## config.mk

```make
export PLATFORM = sky130hd
export DESIGN_NAME = mod_accum_flat
export DESIGN_NICKNAME = d
export VERILOG_FILES = /design/src/rtl/mod_accum_if.sv /design/src/rtl/mod_accum.sv /design/src/flat_wrapper.sv
export SDC_FILE = /design/constraint.sdc
export NUM_CORES = 1
export LEC_CHECK = 0
export BUFFER_PORTS_ARGS = -buffer_cell sky130_fd_sc_hd__buf_2
export CAP_MARGIN = 20
export CELL_PAD_IN_SITES_DETAIL_PLACEMENT = 0
export CELL_PAD_IN_SITES_GLOBAL_PLACEMENT = 1
export CORE_MARGIN = 8
export CORE_UTILIZATION = 30
export CTS_CLUSTER_SIZE = 8
export DETAILED_ROUTE_END_ITERATION = 6
export PLACE_DENSITY_LB_ADDON = 0.05
export SLEW_MARGIN = 20
export SYNTH_ARGS = -nofsm -noshare
export SYNTH_HDL_FRONTEND = slang
export SYNTH_SLANG_ARGS = --single-unit
export TNS_END_PERCENT = 1
```

## constraint.sdc

```tcl
create_clock -name clk -period 3.72 [get_ports clk]
set_clock_uncertainty 0.15 [all_clocks]
set_input_delay 0.186 -clock clk [delete_from_list [all_inputs] [get_ports clk]]
set_output_delay 0.186 -clock clk [all_outputs]
set_load 0.01 [all_outputs]
```

## src/rtl/mod_accum_if.sv

```systemverilog
// Stream bus for mod_accum: residue beats in, one reduced frame sum out.
// out_err exists only when MODACC_RANGE_CHECK_EN is defined.
interface mod_accum_if #(
    parameter int K = 54
);
    logic [K-1:0] q;
    logic         in_valid;
    logic         in_ready;
    logic [K-1:0] in_data;
    logic         in_last;
    logic         out_valid;
    logic         out_ready;
    logic [K-1:0] out_data;
`ifdef MODACC_RANGE_CHECK_EN
    logic         out_err;
`endif

    modport master (
        output q, in_valid, in_data, in_last, out_ready,
`ifdef MODACC_RANGE_CHECK_EN
        input  out_err,
`endif
        input  in_ready, out_valid, out_data
    );

    modport slave (
        input  q, in_valid, in_data, in_last, out_ready,
`ifdef MODACC_RANGE_CHECK_EN
        output out_err,
`endif
        output in_ready, out_valid, out_data
    );
endinterface

```

## src/rtl/mod_accum.sv

```systemverilog
// Streaming modular accumulator: one residue/cycle into ping-pong banks, one sum mod q per frame.
// Latency: out_valid rises 4 cycles after the edge accepting in_last.
// Backpressure: in_ready drops from last-beat accept until the output handshake; out_data held while out_ready low.
// Optional range check (sticky out_err) enabled by defining MODACC_RANGE_CHECK_EN.
module mod_accum #(
    parameter int K = 54
) (
    input  logic        clk,
    input  logic        rst_n,
    mod_accum_if.slave  bus
);
    typedef enum logic [2:0] {IDLE, ACCUM, DRAIN, COMBINE, DONE} state_t;

    state_t       state;
    logic         cnt;
    logic         par;
    logic [K-1:0] q_reg;
    logic [K-1:0] bank0;
    logic [K-1:0] bank1;
    logic         s1_vld;
    logic         s1_cmb;
    logic         s1_bank;
    logic [K:0]   s1_raw;
    logic         in_ready_r;
    logic         out_valid_r;
    logic [K-1:0] out_data_r;
    logic [K:0]   red_full;
    logic         acc;

    assign acc           = bus.in_valid & in_ready_r;
    assign bus.in_ready  = in_ready_r;
    assign bus.out_valid = out_valid_r;
    assign bus.out_data  = out_data_r;

    // Second adder stage: conditional subtract of the frame's modulus.
    always_comb begin
        red_full = s1_raw;
        if (s1_raw >= {1'b0, q_reg})
            red_full = s1_raw - {1'b0, q_reg};
    end

`ifdef MODACC_RANGE_CHECK_EN
    logic         err;
    logic [K-1:0] q_eff;
    assign q_eff       = (state == IDLE) ? bus.q : q_reg;
    assign bus.out_err = err;
`endif

    always_ff @(posedge clk or negedge rst_n) begin
        if (!rst_n) begin
            state       <= IDLE;
            cnt         <= 1'b0;
            par         <= 1'b0;
            q_reg       <= '0;
            bank0       <= '0;
            bank1       <= '0;
            s1_vld      <= 1'b0;
            s1_cmb      <= 1'b0;
            s1_bank     <= 1'b0;
            s1_raw      <= '0;
            in_ready_r  <= 1'b1;
            out_valid_r <= 1'b0;
            out_data_r  <= '0;
`ifdef MODACC_RANGE_CHECK_EN
            err         <= 1'b0;
`endif
        end else begin
            s1_vld <= 1'b0;
            if (s1_vld) begin
                if (s1_cmb)
                    out_data_r <= red_full[K-1:0];
                else if (s1_bank)
                    bank1 <= red_full[K-1:0];
                else
                    bank0 <= red_full[K-1:0];
            end

            case (state)
                IDLE, ACCUM: begin
                    if (acc) begin
                        s1_vld  <= 1'b1;
                        s1_cmb  <= 1'b0;
                        s1_bank <= par;
                        s1_raw  <= {1'b0, (par ? bank1 : bank0)} + {1'b0, bus.in_data};
                        par     <= ~par;
                        if (state == IDLE)
                            q_reg <= bus.q;
`ifdef MODACC_RANGE_CHECK_EN
                        if (bus.in_data >= q_eff)
                            err <= 1'b1;
`endif
                        if (bus.in_last) begin
                            state      <= DRAIN;
                            in_ready_r <= 1'b0;
                            cnt        <= 1'b0;
                        end else begin
                            state <= ACCUM;
                        end
                    end
                end
                // Two cycles lets the last beat's bank write settle before combining.
                DRAIN: begin
                    cnt <= ~cnt;
                    if (cnt)
                        state <= COMBINE;
                end
                COMBINE: begin
                    cnt <= ~cnt;
                    if (!cnt) begin
                        s1_vld <= 1'b1;
                        s1_cmb <= 1'b1;
                        s1_raw <= {1'b0, bank0} + {1'b0, bank1};
                    end else begin
                        state       <= DONE;
                        out_valid_r <= 1'b1;
                    end
                end
                DONE: begin
                    if (bus.out_ready) begin
                        state       <= IDLE;
                        out_valid_r <= 1'b0;
                        in_ready_r  <= 1'b1;
                        bank0       <= '0;
                        bank1       <= '0;
                        par         <= 1'b0;
`ifdef MODACC_RANGE_CHECK_EN
                        err         <= 1'b0;
`endif
                    end
                end
                default: state <= IDLE;
            endcase
        end
    end
endmodule

```

## src/flat_wrapper.sv

```systemverilog
// flat-port wrapper written by rule: the top's interface ports become plain ports
module mod_accum_flat 
#(
    parameter int K = 54
)
  (clk, rst_n, bus_q, bus_in_valid, bus_in_data, bus_in_last, bus_out_ready, bus_in_ready, bus_out_valid, bus_out_data);
  mod_accum_if #(.K(K)) bus_i ();
  input  logic clk;
  input  logic rst_n;
  input wire logic [$bits(bus_i.q)-1:0] bus_q;
  input wire logic [$bits(bus_i.in_valid)-1:0] bus_in_valid;
  input wire logic [$bits(bus_i.in_data)-1:0] bus_in_data;
  input wire logic [$bits(bus_i.in_last)-1:0] bus_in_last;
  input wire logic [$bits(bus_i.out_ready)-1:0] bus_out_ready;
  output wire logic [$bits(bus_i.in_ready)-1:0] bus_in_ready;
  output wire logic [$bits(bus_i.out_valid)-1:0] bus_out_valid;
  output wire logic [$bits(bus_i.out_data)-1:0] bus_out_data;
  assign bus_i.q = bus_q;
  assign bus_i.in_valid = bus_in_valid;
  assign bus_i.in_data = bus_in_data;
  assign bus_i.in_last = bus_in_last;
  assign bus_i.out_ready = bus_out_ready;
  assign bus_in_ready = bus_i.in_ready;
  assign bus_out_valid = bus_i.out_valid;
  assign bus_out_data = bus_i.out_data;
  mod_accum #(.K(K)) u_core (.clk(clk), .rst_n(rst_n), .bus(bus_i));
endmodule
```

==> results.toml <==
[timing]
worst_slew_pin_slew_ns = 1.04
fin_ws_ns = 0.0307
max_freq_mhz = 271
finalCritPeriodShare_pct = 99.2
maxSlewHeadroom_pct = 30.8
finalCriticalPeriod_ns = 3.69
final-max-slew-violation-count = 0
grt_setup_unrepaired = "true"
hold_viol_final = 0
setup_viol = 0

[worst_setup_path]
critPathLaunchType = "register"
end_kind = "register"
critPathRequiredTime_ns = 4.01
path_max_fanout = 7
critical_path_arrival_ns = 3.98
critical_path_class = "reg -> reg"

[clock_network]
htree_levels = 2
cts_tree = "done"
clockBufferDepth = 3
insertion_delay_ns = 0.57
cts.sinks = 281
cts_buffers = 42
cts_root_buf = "clkbuf_16"
cts.clk_slew.worst_paths_ns = 0.05

[placed_design]
gp_congestion = 0.894
dpl_cell_area_um2 = 26200
dp_slack_ns = -0.547
place.port_buffers = 168
post-dp-hpwl_mm = 73.0

[flow_run]
maxCapViolCount = 0

[floorplanning]
ios = 169
start_util_pct = 30.3
die_w_um = 284
die_area_um2 = 80900
num_rows = 98
core_um2 = 71400
die_h_um = 284

[global_routing]
grt_max_degree = 109
met2_usage_pct = 30.4
grt_most_used_layer = "met1"
overflow = 0
grtUsageMet1_pct = 34.1
met3_usage_pct = 5.89
grtUsageTotal_pct = 22.1
grt_pass1_wl_mm = 138
antenna_found_initial = 2
grt_pass1_vias = 21696

[logic_synthesis]
synth_edf_count = 0
syn_area_um2 = 21600
yosysMostFrequentCell = "o21ai_0"
synthesis.instances = 2611
synth_seq_cells = 281
syn_avg_cell_area_um2 = 8.28
async_flop_share_pct = 100
synth_warnings = 0
ys_seq_area_share_pct = 32.5
syn_nets = 2889
ys_types = 92
synth_ff_type = "dfrtp_1"
synth_common_cells = "o21ai_0 (327), a21oi_1 (324), nand2_1 (282), dfrtp_1 (280), ha_1 (162)"
yosysTopAreaCell = "dfrtp_1"
synthTopCellsByArea = "dfrtp_1 (32%), ha_1 (9.4%), o21ai_0 (7.6%)"
yosysTopAreaCellShare_pct = 32.4

[outcome]
status = "complete, no violations"

[drt]
first_pass_iters = 5
drt_iter0_drc = 1507
routed_wl_mm = 92.9
wire_per_inst_um = 22.6
viasPerCell = 5.27
drcViolationCount = 0
num_vias = 21693
detail-route-antenna-nets = 0

[worst_hold_path]
hp-class = "in -> reg"

[cells_and_area]
area_delta_synth_final_pct = 34.9
final_cell_area_um2 = 29200
largest_register = "u_core.s1_raw"
post-route-util_pct = 40.9
drive_above_1_share_pct = 27.1
largest_reg_flops = 55
fin_nets = 3428
## cells by family after synthesis
| kind of cell | count (synthesis) | share of synthesized area, % |
|---|---|---|
| compound gates | 994 | 27.8 |
| xor+xnor | 137 | 5.55 |
| fa+ha+maj | 165 | 9.65 |
| buf+inv | 261 | 4.91 |
| flops | 281 | 32.5 |
| mux | 110 | 5.43 |
| simple gates | 663 | 14.1 |
## repair_timing
action	in CTS	in global routing
pin swaps	21	44
endpoints found under the setup margin	194	188
setup buffers	9	5
gates resized for setup	79	125
hold buffers	59	0
endpoints found under the hold margin	164	0
cloned	2	0
## final timing paths
check	to	depth (start not counted)	slack [ns]	startpoint
worst min-delay path	u_core.s1_raw[53]$_DFFE_PN0P_	4	0.03	bus_in_data[52]
worst max register to register	u_core.s1_raw[41]$_DFFE_PN0P_	16	0.03	u_core.par$_DFFE_PN0P_
worst max-delay path	u_core.s1_raw[41]$_DFFE_PN0P_	16	0.03	u_core.par$_DFFE_PN0P_
worst min register to register	u_core.bus.out_data[0]$_DFFE_PN0P_	2	0.32	u_core.bus.out_data[0]$_DFFE_PN0P_
max in group asynchronous	u_core.bus.out_data[49]$_DFFE_PN0P_	3	2.20	rst_n
min in group asynchronous	u_core.q_reg[9]$_DFFE_PN0P_	2	0.10	rst_n
## area by class of cell
type / instances / area (um2)
multi-input combinational: 2069 / 14500
antenna: 1 / 2.50
timing repair buffer: 642 / 4770
clock buffer: 60 / 1200
fill: 7330 / 42200
clock inverter: 1 / 8.76
sequential: 281 / 7040
inverter: 114 / 428
tap: 950 / 1190
## layout by cell type, fill, tap and decap left out, types with 36 or more instances in the layout
cell           netlist  routed
nand2_1            282     280
dfrtp_1            280     277
mux2i_1             51      41
nand4_1             46      46
ha_1               162     142
clkbuf_16            0      45
a21o_1              96      96
xor2_1              58      58
o21ai_0            327     304
mux2_2              59      53
nand3_1             50      48
xnor2_1             79      76
inv_1              113     113
buf_2                6     167
dlygate4sd3_1        0      59
buf_4                1     393
o21bai_1            38      36
nor2_1             143     136
a21oi_1            324     298
## through the flow
stage / TNS [ns] / cells / hold slack [ns]
finish: 0 / 4118 / 0.0327
global route: -1.70 / 4117 / 0.0576
CTS: -0.0539 / 4114 / 0.00221
detailed placement: -33.31 / 3983 / 0.193
global placement: -34.02 / 3983 / 0.170
floorplan: 0 / 2611 / -0.260
## layer usage
metal | up-vias | routed length, um
met3 | 78 | 7020
met1 | 10524 | 48100
met2 | 554 | 36300
li1 | 10533 | -
met5 | - | 20
met4 | 4 | 1460
## critical path: stages, from the launching register on
cell	delay (ns)
dfrtp_2	0.45
buf_12	0.16
mux2_2	0.33
ha_1	0.31
nand4_1	0.23
o21ai_2	0.11
a31oi_4	0.23
nand3_4	0.13
a311oi_4	0.43
a31oi_4	0.16
a31oi_1	0.16
buf_4	0.15
buf_4	0.10
o21bai_1	0.06
xnor2_1	0.17
buf_4	0.16
a21oi_1	0.06
Power is left out: the tool's default activity adds up to more than one toggle a clock period on the data nets, which glitch-free logic cannot reach.
